<file path="config.mk">
export PLATFORM = sky130hd
export DESIGN_NAME = bcd_serial_add_ctrl_flat
export DESIGN_NICKNAME = d
export VERILOG_FILES = /design/src/rtl/bcd_pkg.sv /design/src/rtl/bcd_serial_add_ctrl_if.sv /design/src/rtl/bcd_digit_add.sv /design/src/rtl/bcd_serial_add_ctrl.sv /design/src/flat_wrapper.sv
export SDC_FILE = /design/constraint.sdc
export NUM_CORES = 1
export LEC_CHECK = 0
export CAP_MARGIN = 10
export CORE_MARGIN = 4
export CORE_UTILIZATION = 48
export CTS_BUF_LIST = sky130_fd_sc_hd__clkbuf_8
export CTS_CLUSTER_SIZE = 28
export DETAILED_ROUTE_END_ITERATION = 8
export GPL_TIMING_DRIVEN = 0
export PLACE_DENSITY = 0.78
export SYNTH_ARGS = -nofsm -noshare
export SYNTH_HDL_FRONTEND = slang
export SYNTH_SLANG_ARGS = --single-unit
</file>
<file path="constraint.sdc">
create_clock -name clk -period 3.37 [get_ports clk]
set_input_delay 0.674 -clock clk [delete_from_list [all_inputs] [get_ports clk]]
set_output_delay 0.674 -clock clk [all_outputs]
set_load 0.03 [all_outputs]
</file>
<file path="src/rtl/bcd_pkg.sv">
// ---------------------------------------------------------------------------
// bcd_pkg
// Shared constants and types for the serial packed-BCD adder.
//   BCD_W     : width of one BCD digit
//   BCD_MAX   : largest valid decimal digit
//   BCD_CORR  : correction added when a digit sum leaves the decimal range
//   state_t   : controller states (IDLE, ADD, DONE)
//   digit_invalid() : true when a 4-bit code is not a decimal digit
// ---------------------------------------------------------------------------
package bcd_pkg;

    localparam int         BCD_W    = 4;
    localparam logic [3:0] BCD_MAX  = 4'd9;
    localparam logic [3:0] BCD_CORR = 4'd6;

    typedef enum logic [1:0] {
        IDLE = 2'd0,
        ADD  = 2'd1,
        DONE = 2'd2
    } state_t;

    function automatic logic digit_invalid(input logic [BCD_W-1:0] d);
        return (d > BCD_MAX);
    endfunction

endpackage

</file>
<file path="src/rtl/bcd_serial_add_ctrl_if.sv">
// ---------------------------------------------------------------------------
// bcd_serial_add_ctrl_if
// Request/result bundle between the operand source and the serial BCD adder.
//   start : request strobe (only honoured while the adder is idle)
//   a, b  : packed-BCD operands, digit 0 in bits [3:0]
//   cin   : decimal carry into digit 0
//   busy  : adder is stepping through digits
//   done  : one-cycle pulse, sum/cout/err valid
//   sum   : packed-BCD result, held until the next accepted start
//   cout  : decimal carry out of the top digit
//   err   : some operand digit was above 9
// Modports: master = operand source / result consumer, slave = adder.
// ---------------------------------------------------------------------------
interface bcd_serial_add_ctrl_if
    import bcd_pkg::*;
#(
    parameter int DIGITS = 4
) ();

    logic                      start;
    logic [BCD_W*DIGITS-1:0]   a;
    logic [BCD_W*DIGITS-1:0]   b;
    logic                      cin;
    logic                      busy;
    logic                      done;
    logic [BCD_W*DIGITS-1:0]   sum;
    logic                      cout;
    logic                      err;

    modport master (
        output start, a, b, cin,
        input  busy, done, sum, cout, err
    );

    modport slave (
        input  start, a, b, cin,
        output busy, done, sum, cout, err
    );

endinterface

</file>
<file path="src/rtl/bcd_digit_add.sv">
// ---------------------------------------------------------------------------
// bcd_digit_add
// Combinational single-digit BCD adder stage.
//   x, y : BCD digits (codes 10..15 are still added, and flagged)
//   ci   : decimal carry in
//   s    : result digit
//   co   : decimal carry out
//   bad  : x or y is not a decimal digit
// ---------------------------------------------------------------------------
module bcd_digit_add
    import bcd_pkg::*;
(
    input  logic [BCD_W-1:0] x,
    input  logic [BCD_W-1:0] y,
    input  logic             ci,
    output logic [BCD_W-1:0] s,
    output logic             co,
    output logic             bad
);

    logic [BCD_W:0] raw;
    logic [BCD_W:0] corr;

    always_comb begin
        raw  = {1'b0, x} + {1'b0, y} + {{BCD_W{1'b0}}, ci};
        // Only the low nibble of the corrected value is kept, so the
        // overflow of raw+6 past 5 bits for invalid inputs is harmless.
        corr = raw + {1'b0, BCD_CORR};
        if (raw > {1'b0, BCD_MAX}) begin
            s  = corr[BCD_W-1:0];
            co = 1'b1;
        end else begin
            s  = raw[BCD_W-1:0];
            co = 1'b0;
        end
        bad = digit_invalid(x) | digit_invalid(y);
    end

endmodule

</file>
<file path="src/rtl/bcd_serial_add_ctrl.sv">
// ---------------------------------------------------------------------------
// bcd_serial_add_ctrl
// Multi-digit packed-BCD adder that reuses one digit adder stage, one digit
// per clock, least-significant digit first.
//   clk   : rising-edge clock
//   rst_n : asynchronous active-low reset
//   bus   : slave side of bcd_serial_add_ctrl_if (start/a/b/cin in,
//           busy/done/sum/cout/err out)
// A start seen in IDLE latches the operands and carry; the ADD state then
// writes digit idx each cycle, and DONE raises done for a single cycle.
// Starts arriving in ADD or DONE are dropped.
// ---------------------------------------------------------------------------
module bcd_serial_add_ctrl
    import bcd_pkg::*;
#(
    parameter int DIGITS = 4
) (
    input  logic                 clk,
    input  logic                 rst_n,
    bcd_serial_add_ctrl_if.slave bus
);

    localparam int IDX_W = (DIGITS > 1) ? $clog2(DIGITS) : 1;
    // Digit mux has a power-of-two number of slots so every idx code
    // selects a defined value; slots past DIGITS-1 read as zero.
    localparam int SLOTS = 1 << IDX_W;
    localparam int W     = BCD_W * DIGITS;
    localparam logic [IDX_W-1:0] LAST_IDX = IDX_W'(DIGITS - 1);

    state_t            state_reg, state_next;
    logic [IDX_W-1:0]  idx_reg,   idx_next;
    logic              carry_reg, carry_next;
    logic [W-1:0]      a_reg,     a_next;
    logic [W-1:0]      b_reg,     b_next;
    logic [W-1:0]      sum_reg,   sum_next;
    logic              cout_reg,  cout_next;
    logic              err_reg,   err_next;

    logic [BCD_W-1:0]  a_dig [SLOTS];
    logic [BCD_W-1:0]  b_dig [SLOTS];
    logic [BCD_W-1:0]  cur_a;
    logic [BCD_W-1:0]  cur_b;
    logic [BCD_W-1:0]  dig_s;
    logic              dig_co;
    logic              dig_bad;

    // Unpack the operand registers into digit slots for the idx mux.
    genvar gi;
    generate
        for (gi = 0; gi < SLOTS; gi++) begin : g_dig
            if (gi < DIGITS) begin : g_real
                assign a_dig[gi] = a_reg[gi*BCD_W +: BCD_W];
                assign b_dig[gi] = b_reg[gi*BCD_W +: BCD_W];
            end else begin : g_pad
                assign a_dig[gi] = '0;
                assign b_dig[gi] = '0;
            end
        end
    endgenerate

    assign cur_a = a_dig[idx_reg];
    assign cur_b = b_dig[idx_reg];

    bcd_digit_add u_digit (
        .x   (cur_a),
        .y   (cur_b),
        .ci  (carry_reg),
        .s   (dig_s),
        .co  (dig_co),
        .bad (dig_bad)
    );

    always_ff @(posedge clk or negedge rst_n) begin
        if (!rst_n) begin
            state_reg <= IDLE;
            idx_reg   <= '0;
            carry_reg <= 1'b0;
            a_reg     <= '0;
            b_reg     <= '0;
            sum_reg   <= '0;
            cout_reg  <= 1'b0;
            err_reg   <= 1'b0;
        end else begin
            state_reg <= state_next;
            idx_reg   <= idx_next;
            carry_reg <= carry_next;
            a_reg     <= a_next;
            b_reg     <= b_next;
            sum_reg   <= sum_next;
            cout_reg  <= cout_next;
            err_reg   <= err_next;
        end
    end

    always_comb begin
        state_next = state_reg;
        idx_next   = idx_reg;
        carry_next = carry_reg;
        a_next     = a_reg;
        b_next     = b_reg;
        sum_next   = sum_reg;
        cout_next  = cout_reg;
        err_next   = err_reg;

        unique case (state_reg)
            IDLE: begin
                if (bus.start) begin
                    a_next     = bus.a;
                    b_next     = bus.b;
                    carry_next = bus.cin;
                    idx_next   = '0;
                    sum_next   = '0;
                    cout_next  = 1'b0;
                    err_next   = 1'b0;
                    state_next = ADD;
                end
            end

            ADD: begin
                for (int i = 0; i < DIGITS; i++) begin
                    if (idx_reg == IDX_W'(i)) begin
                        sum_next[i*BCD_W +: BCD_W] = dig_s;
                    end
                end
                carry_next = dig_co;
                err_next   = err_reg | dig_bad;
                if (idx_reg == LAST_IDX) begin
                    cout_next  = dig_co;
                    state_next = DONE;
                end else begin
                    idx_next = idx_reg + 1'b1;
                end
            end

            DONE: begin
                state_next = IDLE;
            end

            default: begin
                state_next = IDLE;
            end
        endcase
    end

    assign bus.busy = (state_reg == ADD);
    assign bus.done = (state_reg == DONE);
    assign bus.sum  = sum_reg;
    assign bus.cout = cout_reg;
    assign bus.err  = err_reg;

endmodule

</file>
<file path="src/flat_wrapper.sv">
// flat-port wrapper written by rule: the top's interface ports become plain ports
module bcd_serial_add_ctrl_flat import bcd_pkg::*;
#(
    parameter int DIGITS = 4
)
  (clk, rst_n, bus_start, bus_a, bus_b, bus_cin, bus_busy, bus_done, bus_sum, bus_cout, bus_err);
  bcd_serial_add_ctrl_if #(.DIGITS(DIGITS)) bus_i ();
  input  logic clk;
  input  logic rst_n;
  input wire logic [$bits(bus_i.start)-1:0] bus_start;
  input wire logic [$bits(bus_i.a)-1:0] bus_a;
  input wire logic [$bits(bus_i.b)-1:0] bus_b;
  input wire logic [$bits(bus_i.cin)-1:0] bus_cin;
  output wire logic [$bits(bus_i.busy)-1:0] bus_busy;
  output wire logic [$bits(bus_i.done)-1:0] bus_done;
  output wire logic [$bits(bus_i.sum)-1:0] bus_sum;
  output wire logic [$bits(bus_i.cout)-1:0] bus_cout;
  output wire logic [$bits(bus_i.err)-1:0] bus_err;
  assign bus_i.start = bus_start;
  assign bus_i.a = bus_a;
  assign bus_i.b = bus_b;
  assign bus_i.cin = bus_cin;
  assign bus_busy = bus_i.busy;
  assign bus_done = bus_i.done;
  assign bus_sum = bus_i.sum;
  assign bus_cout = bus_i.cout;
  assign bus_err = bus_i.err;
  bcd_serial_add_ctrl #(.DIGITS(DIGITS)) u_core (.clk(clk), .rst_n(rst_n), .bus(bus_i));
endmodule
</file>
==> results.md, run 1 <==
- CP max stage cell: fa_2
- CORE AREA: 0.00557 mm2
- Starting DRT DRC Count: 83
- Overflow after GRT: 0
- Seq/Total Area, Yosys: 49.1%
- Period Utilization, post-route: about 97%
- Dpl cell area: 0.00347 mm2
- Clock Skews: 0.00597 ns
- Antenna violations before repair: 0
- First-pass GRT wire length: ~11000 um
- Worst-skew pair later-pin latency: approximately 0.31 ns
- Worst-path fanout max: 7
- Post-synth top area share: 49.1%
- Synth warn: 0
- TritonCTS clock tree: yes
- Worst-case reg-to-reg path depth: 10
- First-pass DRT Iterations: 4
- Vias/cell: 5.40
- Commonest non-fill, non-tap cell in the layout: nand2_1
- HP Class: in -> async
- GPL Wtd Cong: 0.837
- FF-to-FF Start: u_core.idx_reg[0]$_DFFE_PN0P_
- Clock tree buffer depth: 2
- Area leader, netlist: dfrtp_1
- WP data required: 3.59 ns
- Die Wd: 84.4 um
- Number of setup violations in the final report: 0
- Largest net degree at the start of global routing: 38
- Largest cells by area after synthesis: dfrtp_1 49%, nand2_1 14%, mux4_2 6.4%
- Unrepaired setup endpoints after global routing: false
- Dpl hpwl: 4780 um
- Highest Clock Rate: 306 MHz
- CTS root buffer: clkbuf_8
- # H-tree levels: 2
- Startpoint Class: flop
- Max Cap Viol: 0
- Vias in the first global route: 2407
- Slew Limit Fails: 0
- Post-Synthesis Cells: 293
- R2R Path End: u_core.bus.sum[2]$_DFFE_PN0P_
- Area growth syn-to-layout: 31.0%
- CTS sink count: 55
- Number of top-level pins: between 50 and 60
- Final Util: 65.8%
- Syn avg cell area: 9.56 um2
- Row cnt: 27
- Vias: 2351
- Cell chain of the critical path: buf_8, mux4_2, fa_2, fa_2, inv_2, ha_4, nor2b_2, a211o_1, a21bo_1, a32oi_1
- Most frequent cells in the layout: 103 x nand2_1, 55 x dfrtp_1, 54 x clkdlybuf4s50_1, 16 x nor2_1, 15 x nand3_1
- Finished Cell Area: roughly 0.0037 mm2
- Mapped Nets: 339
- Final ANT Viol Nets: 0
- CP most frequent cell: fa_2
- CTS buffer count: 5
- WL per Instance: 15.4 um
- Mapped Area: 0.00280 mm2
- Worst-path clk slew: 0.10 ns
- Worst Setup End Kind: flop
- # diodes: 0
- Synth unique cells: 35
- Die Area: 0.00712 mm2
- Layout cell share with drive strength beyond 1: 11.0%
- Period minus WS final: 3.27 ns
- WP data arrival: 3.50 ns
- Post-CTS Hold Buffers: 0
- Worst Tran Pin Value: 0.488 ns
- Hold Vio Cnt, Final: 0
- GRT Total Usage: 19.3%
- Layout Nets: ~410
- Synthesis-stage register bit count: 55
- Critical path type: reg -> reg
- CP max stage delay: roughly 0.57 ns
- Port bufs: 55
- Status: finished clean
- DRT Wirelength: 6720 um
- Initial core utilization: between 50% and 60%
- Die Ht: 84.4 um
- Slew HR: 67.5%
- R2R Setup Slk: 0.1 ns
- Residual DRC: 0
- Setup TNS: 0 ns
[cell families after synthesis]
family | count (synthesis) | synth area share (%)
DFF | 55 | 49.1
muxes | 8 | 6.43
and+or+nand+nor | 158 | 24.6
AOI/OAI and AO/OA | 40 | 11.0
adders and majority gates | 10 | 5.00
xor gates and xnor gates | 1 | 0.313
buffers and inverters | 21 | 3.53
[final cells by class]
cell class	instances	area, um2
repair buffers	62	611
clock inverters	2	35.0
well taps	72	90.1
fillers	476	1900
clock buffers	6	82.6
flip-flops and latches	55	1380
multi-input cells	217	1370
plain buffers	15	87.6
inverters	6	22.5
[stage by stage]
stage	instances	hold WS (ns)	worst slack, ns
finish	435	0.301	0.0986
floorplan	293	0.378	0.00790
global placement	420	0.454	-0.357
global route	435	0.322	0.00303
detailed placement	421	0.459	-0.415
CTS	433	0.304	0.00174
[timing repair]
action,4_1_cts,5_1_grt
setup endpoints to repair,11,8
buffers inserted,4,2
resized for setup,7,3
pin swaps,2,5
hold endpoints to repair,0,0
[worst max-delay path by stage]
| stage | start | to | slack [ns] |
|---|---|---|---|
| 2_1_floorplan | u_core.idx_reg[0]$_DFFE_PN0P_ | u_core.bus.sum[2]$_DFFE_PN0P_ | 0.008 |
| 3_3_place_gp | u_core.idx_reg[1]$_DFFE_PN0P_ | u_core.bus.sum[6]$_DFFE_PN0P_ | -0.36 |
| 3_5_place_dp | u_core.idx_reg[1]$_DFFE_PN0P_ | u_core.bus.sum[2]$_DFFE_PN0P_ | -0.41 |
| 4_1_cts | u_core.idx_reg[0]$_DFFE_PN0P_ | u_core.bus.sum[2]$_DFFE_PN0P_ | 0.002 |
| 5_1_grt | u_core.idx_reg[0]$_DFFE_PN0P_ | u_core.bus.sum[10]$_DFFE_PN0P_ | 0.003 |
| 6_report | u_core.idx_reg[0]$_DFFE_PN0P_ | u_core.bus.sum[2]$_DFFE_PN0P_ | 0.1 |
[layer usage]
layer,track usage (%),wire length (um),vias to the layer above
met4,7.91,128,0
met3,3.53,310,11
met2,34.0,3380,61
li1,-,-,1155
met5,0,0,-
met1,23.4,2900,1124
[synth_stat cells (all sizes together)]
cell,n
nand4b,1
mux4,8
dfrtp,55
or2,1
a211oi,1
o211ai,7
nor2b,3
a211o,1
and3,1
nand3,15
nand3b,5
o22ai,1
o21ai,9
a31oi,1
o21bai,1
buf,6
or3b,1
a32oi,7
nand2,103
nand2b,2
nand4,9
nor2,16
o211a,1
ha,8
xnor2,1
fa,2
a21bo,2
a21oi,4
a2111o,4
clkbuf,9
inv,6
nor3b,1
a41oi,1
[worst max-delay path: cells and delay by family (launching register included)]
kind            cells  cell delay, ns
mux                 1            0.52
compound gates      3            0.75
flops               1            0.39
simple gates        1            0.16
buf+inv             2            0.21
fa+ha+maj           3            1.15
Power of run 1 is left out: the tool's default activity adds up to more than one toggle a clock period on the data nets, which glitch-free logic cannot reach.
==> run 2, diff against run 1 <==
--- a/config.mk
+++ b/config.mk
@@ -7,12 +7,13 @@
 export LEC_CHECK = 0
 export CAP_MARGIN = 10
 export CORE_MARGIN = 4
-export CORE_UTILIZATION = 48
+export CORE_UTILIZATION = 54
 export CTS_BUF_LIST = sky130_fd_sc_hd__clkbuf_8
 export CTS_CLUSTER_SIZE = 28
 export DETAILED_ROUTE_END_ITERATION = 8
+export GPL_ROUTABILITY_DRIVEN = 0
 export GPL_TIMING_DRIVEN = 0
-export PLACE_DENSITY = 0.78
+export PLACE_DENSITY = 0.83
 export SYNTH_ARGS = -nofsm -noshare
 export SYNTH_HDL_FRONTEND = slang
 export SYNTH_SLANG_ARGS = --single-unit
==> constraint.sdc (replaced) <==
create_clock -name clk -period 3.8 [get_ports clk]
set_input_delay 0.76 -clock clk [delete_from_list [all_inputs] [get_ports clk]]
set_output_delay 0.76 -clock clk [all_outputs]
set_load 0.03 [all_outputs]
==> run 2 against run 1 <==
Sequential cell count did not move. Fmax is 10% lower. Critical path type unchanged. Sequential share of layout area increased by 0.57 points. Setup slack improved by 0.055 ns.
==> results.md, run 2 (synthesis gave the netlist of run 1 again) <==
- Status: finished clean
- Worst-skew pair later-pin latency: 0.30 ns (about the same)
- Post-CTS Hold Buffers: 0 (unchanged)
- Unrepaired setup endpoints after global routing: false
- Area growth syn-to-layout: 29.0%
- Layout Nets: 408 (unchanged)
- Overflow after GRT: 0 (unchanged)
- Number of top-level pins: 56 (unchanged)
- Row cnt: 25 (-7.4%)
- Layout cell share with drive strength beyond 1: 9.92% (-1.1 points)
- CTS sink count: 55 (unchanged)
- Number of setup violations in the final report: 0 (unchanged)
- Highest Clock Rate: 274 MHz (-10%)
- Vias in the first global route: 2472 (+2.7%)
- Largest net degree at the start of global routing: 33 (-13%)
- Fillers: 378 (-21%)
- Worst Slack Setup Final: 0.153 ns (+0.0547 ns)
- WL per Instance: 15.7 um (+1.6%)
- GRT Total Usage: 22.5% (+3.1 points)
- Antenna violations before repair: 0 (unchanged)
- CTS root buffer: clkbuf_8
- Port bufs: 55 (unchanged)
- Period minus WS final: 3.65 ns (+0.375 ns)
- FF-to-FF Start: u_core.idx_reg[0]$_DFFE_PN0P_
- First-pass GRT wire length: 11400 um (+2.9%)
- WP data arrival: 3.85 ns (+0.35 ns)
- Worst-path fanout max: 9 (+2)
- Worst Tran Pin Value: 0.556 ns (+0.0675 ns)
- # diodes: 0 (unchanged)
- Commonest non-fill, non-tap cell in the layout: nand2_1
- Die Ht: 80.0 um (-5.2%)
- WP data required: 4.01 ns (+0.42 ns)
- CP max stage delay: 0.63 ns (+0.06 ns)
- Worst-case reg-to-reg path depth: 10 (unchanged)
- Critical path type: reg -> reg
- Initial core utilization: 57.4% (+7.2 points)
- Starting DRT DRC Count: 171 (+110%)
- Placement Setup Slack: -0.165 ns (+0.250 ns)
- Hold Vio Cnt, Final: 0 (unchanged)
- Residual DRC: 0 (unchanged)
- Vias: 2420 (+2.9%)
- Final ANT Viol Nets: 0 (unchanged)
- Die Wd: 80.0 um (-5.2%)
- HP Class: in -> async
- Vias/cell: 5.63 (+4.1%)
- DRT Wirelength: 6750 um (+0.45%)
- CTS buffer count: 5 (unchanged)
- Max Cap Viol: 0 (unchanged)
- Startpoint Class: flop
- Worst Setup End Kind: flop
- # H-tree levels: 2 (unchanged)
- Slew HR: 63.0% (-4.5 points)
- Period Utilization, post-route: 96.0% (-1.1 points)
- Most frequent cells in the layout: 103 x nand2_1, 55 x dfrtp_1, 54 x clkdlybuf4s50_1, 16 x nor2_1, 15 x nand3_1
- First-pass DRT Iterations: 4 (unchanged)
- CP max stage cell: fa_2
- Worst-path clk slew: 0.10 ns (about the same)
- R2R Path End: u_core.bus.sum[2]$_DFFE_PN0P_
- CORE AREA: 0.00488 mm2 (-12%)
- CP endpoint: u_core.bus.sum[2]$_DFFE_PN0P_
- TritonCTS clock tree: yes
- Slew Limit Fails: 0 (unchanged)
- Critical path origin: u_core.idx_reg[0]$_DFFE_PN0P_
- Dpl hpwl: 4930 um (+3.2%)
- Die Area: 0.00640 mm2 (-10%)
- Cell chain of the critical path: buf_8, mux4_2, fa_1, fa_2, inv_1, ha_2, nor2b_1, a211o_1, a21bo_1, a32oi_1
- Clock Skews: 0.00699 ns (+0.00102 ns)
- R2R Setup Slk: 0.15 ns (+0.05 ns)
- Clock tree buffer depth: 2 (unchanged)
[run 2: through the flow]
| stage | utilization [%] | hold WS (ns) | area, um2 | instances | TNS (ns) |
|---|---|---|---|---|---|
| after global routing | 74.1 | 0.470 | 3610 | 430 | 0 |
| after floorplan | - | 0.440 | 2800 | 293 | 0 |
| after CTS | 72.9 | 0.453 | 3560 | 424 | 0 |
| final | 74.1 | 0.432 | 3610 | 430 | 0 |
| after detailed placement | 70.7 | 0.463 | 3450 | 416 | -0.505 |
| after global placement | 70.4 | 0.452 | 3440 | 415 | -0.0701 |
[run 2: layout make-up]
cell class | instances | area, um2 | area share (%)
flip-flops and latches | 55 | 1380 | 38.1
clock buffers | 6 | 82.6 | 2.28
well taps | 67 | 83.8 | 2.32
clock inverters | 2 | 12.5 | 0.346
multi-input cells | 217 | 1340 | 37.0
plain buffers | 15 | 87.6 | 2.42
repair buffers | 62 | 611 | 16.9
inverters | 6 | 22.5 | 0.623
[run 2: routing by layer]
metal | track usage, % | up-vias | share of wire [%]
met5 | 0 | - | 0
met4 | 7.26 | 0 | 1.4
li1 | - | 1158 | -
met3 | 3.05 | 13 | 5.5
met2 | 39.8 | 96 | 53
met1 | 28.2 | 1153 | 40
[run 2: worst min-delay path by stage]
stage | startpoint | endpoint | slack [ns] | depth (start not counted)
after floorplan | u_core.a_reg[10]$_DFFE_PN0P_ | u_core.a_reg[10]$_DFFE_PN0P_ | 0.44 | 2
after global placement | u_core.a_reg[11]$_DFFE_PN0P_ | u_core.a_reg[11]$_DFFE_PN0P_ | 0.45 | 2
after detailed placement | u_core.a_reg[11]$_DFFE_PN0P_ | u_core.a_reg[11]$_DFFE_PN0P_ | 0.46 | 2
after global routing | rst_n | u_core.bus.sum[0]$_DFFE_PN0P_ | 0.47 | 1
after CTS | rst_n | u_core.bus.sum[0]$_DFFE_PN0P_ | 0.45 | 1
final | rst_n | u_core.bus.sum[0]$_DFFE_PN0P_ | 0.43 | 1
[run 2: worst max-delay path: cells and delay by family (launching register included)]
family | cells | cell delay [ns]
compound gates | 3 | 0.77
fa+ha+maj | 3 | 1.36
buf+inv | 2 | 0.29
flops | 1 | 0.44
mux | 1 | 0.54
simple gates | 1 | 0.15
[run 2: repair_timing]
item                       4_1_cts  5_1_grt
cloned                           0        0
setup endpoints to repair        4        4
gates resized for setup          3        4
pin swaps                        0        4
setup buffers                    0        6
Power of run 2 is left out for the same reason.
==> run 3, diff against run 2 <==
--- a/config.mk
+++ b/config.mk
@@ -12,8 +12,8 @@
 export CTS_CLUSTER_SIZE = 28
 export DETAILED_ROUTE_END_ITERATION = 8
 export GPL_ROUTABILITY_DRIVEN = 0
-export GPL_TIMING_DRIVEN = 0
 export PLACE_DENSITY = 0.83
+export REMOVE_ABC_BUFFERS = 1
 export SYNTH_ARGS = -nofsm -noshare
 export SYNTH_HDL_FRONTEND = slang
 export SYNTH_SLANG_ARGS = --single-unit
==> run 3 against run 2 <==
Register-to-register slack better by 0.17 ns. Critical path depth is 1 lower. Sequential cell count stayed put. Sequential share of layout area is 1.1 points higher. Routed wire length is 11% lower. Core utilization is 2.0 points lower. Critical endpoint is now u_core.bus.sum[10]$_DFFE_PN0P_.
==> results.md, run 3 (synthesis gave the netlist of run 1 again) <==
- Highest Clock Rate: 287 MHz (+4.8%)
- Worst-skew pair later-pin latency: 0.30 ns (about the same)
- Vias in the first global route: 2309 (-6.6%)
- Die Ht: 80.0 um (unchanged)
- Worst Setup End Kind: flop
- Fillers: 374 (-1.1%)
- Worst-case reg-to-reg path depth: 9 (-1)
- Area growth syn-to-layout: 25.5%
- TritonCTS clock tree: yes
- Residual DRC: 0 (unchanged)
- Initial core utilization: 57.4% (unchanged)
- Startpoint Class: flop
- Starting DRT DRC Count: 175 (+2.3%)
- Hold path depth: 2
- R2R Path End: u_core.bus.sum[10]$_DFFE_PN0P_
- Largest net degree at the start of global routing: 35 (+6.1%)
- Worst-path fanout max: 7 (-2)
- Die Wd: 80.0 um (unchanged)
- CTS root buffer: clkbuf_8
- GRT Total Usage: 20.4% (-2.1 points)
- HP Start: u_core.a_reg[10]$_DFFE_PN0P_
- CORE AREA: 0.00488 mm2 (unchanged)
- Slew HR: 31.8% (-31 points)
- Overflow after GRT: 0 (unchanged)
- Worst Tran Pin Value: 1.02 ns (+0.467 ns)
- Port bufs: 55 (unchanged)
- Number of setup violations in the final report: 0 (unchanged)
- Layout cell share with drive strength beyond 1: 7.51% (-2.4 points)
- Clock Skews: 0.00628 ns (-0.000716 ns)
- # H-tree levels: 2 (unchanged)
- Final ANT Viol Nets: 0 (unchanged)
- Most frequent cells in the layout: 103 x nand2_1, 54 x clkdlybuf4s50_1, 54 x dfrtp_1, 16 x nor2_1, 15 x nand3_1
- CTS sink count: 55 (unchanged)
- WP data arrival: 3.69 ns (-0.16 ns)
- Clock tree buffer depth: 2 (unchanged)
- R2R Setup Slk: 0.32 ns (+0.17 ns)
- Hold Vio Cnt, Final: 0 (unchanged)
- Hold-critical path endpoint: u_core.a_reg[10]$_DFFE_PN0P_
- Antenna violations before repair: 0 (unchanged)
- Vias: 2292 (-5.3%)
- First-pass DRT Iterations: 4 (unchanged)
- # diodes: 0 (unchanged)
- FF-to-FF Start: u_core.idx_reg[0]$_DFFE_PN0P_
- Unrepaired setup endpoints after global routing: false
- DRT Wirelength: 5990 um (-11%)
- Period Utilization, post-route: 91.5% (-4.4 points)
- Status: finished clean
- CTS buffer count: 5 (unchanged)
- HP Class: reg -> reg
- Layout Nets: 391 (-4.2%)
- Dpl hpwl: 4400 um (-11%)
- Period minus WS final: 3.48 ns (-0.168 ns)
- Post-CTS setup buffers: 0 (unchanged)
- Worst-path clk slew: 0.10 ns (about the same)
- Row cnt: 25 (unchanged)
- Vias/cell: 5.55 (-1.4%)
- Setup TNS: 0 ns (unchanged)
- WL per Instance: 14.5 um (-7.6%)
- Number of top-level pins: 56 (unchanged)
- Critical path type: reg -> reg
- Max Cap Viol: 0 (unchanged)
- WP data required: 4.01 ns (about the same)
- First-pass GRT wire length: 10300 um (-9.5%)
- Die Area: 0.00640 mm2 (unchanged)
- Commonest non-fill, non-tap cell in the layout: nand2_1
- Slew Limit Fails: 0 (unchanged)
[run 3: worst max-delay path by stage]
stage                                        startpoint                        endpoint  slack [ns]  cells past startpoint
after floorplan           u_core.idx_reg[0]$_DFFE_PN0P_   u_core.bus.sum[2]$_DFFE_PN0P_        0.30                      9
after global placement    u_core.idx_reg[1]$_DFFE_PN0P_   u_core.bus.sum[2]$_DFFE_PN0P_        0.39                      9
after detailed placement  u_core.idx_reg[1]$_DFFE_PN0P_   u_core.bus.sum[6]$_DFFE_PN0P_        0.29                      9
after CTS                 u_core.idx_reg[1]$_DFFE_PN0P_  u_core.bus.sum[10]$_DFFE_PN0P_        0.25                      9
after global routing      u_core.idx_reg[0]$_DFFE_PN0P_   u_core.bus.sum[6]$_DFFE_PN0P_        0.07                      9
final                     u_core.idx_reg[0]$_DFFE_PN0P_  u_core.bus.sum[10]$_DFFE_PN0P_        0.32                      9
[run 3: timing repair]
| item | in CTS | in global routing |
|---|---|---|
| endpoints found under the setup margin | 0 | 2 |
| gates resized for setup | 0 | 1 |
| hold buffers | 0 | 0 |
[run 3: through the flow]
step	worst slack (ns)	std cells	hold WS (ns)	utilization, %	instance area (um2)
after floorplan	0.304	278	0.440	-	2730
after global placement	0.389	405	0.454	69.6	3400
after detailed placement	0.290	405	0.462	69.6	3400
after CTS	0.251	413	0.485	72.1	3520
after global routing	0.0660	413	0.507	72.1	3520
final	0.321	413	0.483	72.1	3520
[run 3: worst max-delay path: stages, from the launching register on]
cell     delay [ns]
dfrtp_1        0.42
mux4_2         0.54
fa_1           0.48
fa_1           0.62
inv_1          0.13
ha_1           0.28
nor2b_1        0.17
a211o_1        0.31
a21bo_1        0.24
a32oi_1        0.21
[run 3: layout make-up]
type,instances,area [um2],area share [%]
clock buffers,6,82.6,2.35
clock inverters,2,35.0,0.996
inverters,6,22.5,0.640
multi-input cells,217,1330,37.9
flip-flops and latches,55,1380,39.2
well taps,67,83.8,2.38
repair buffers,60,583,16.6
[run 3: routing by layer]
layer	vias to the layer above	wire, um	track usage [%]
li1	1118	-	-
met1	1078	2650	26.3
met2	87	2890	35.9
met3	9	387	3.16
met4	0	54	4.90
met5	-	0	0
Power of run 3 is left out for the same reason.
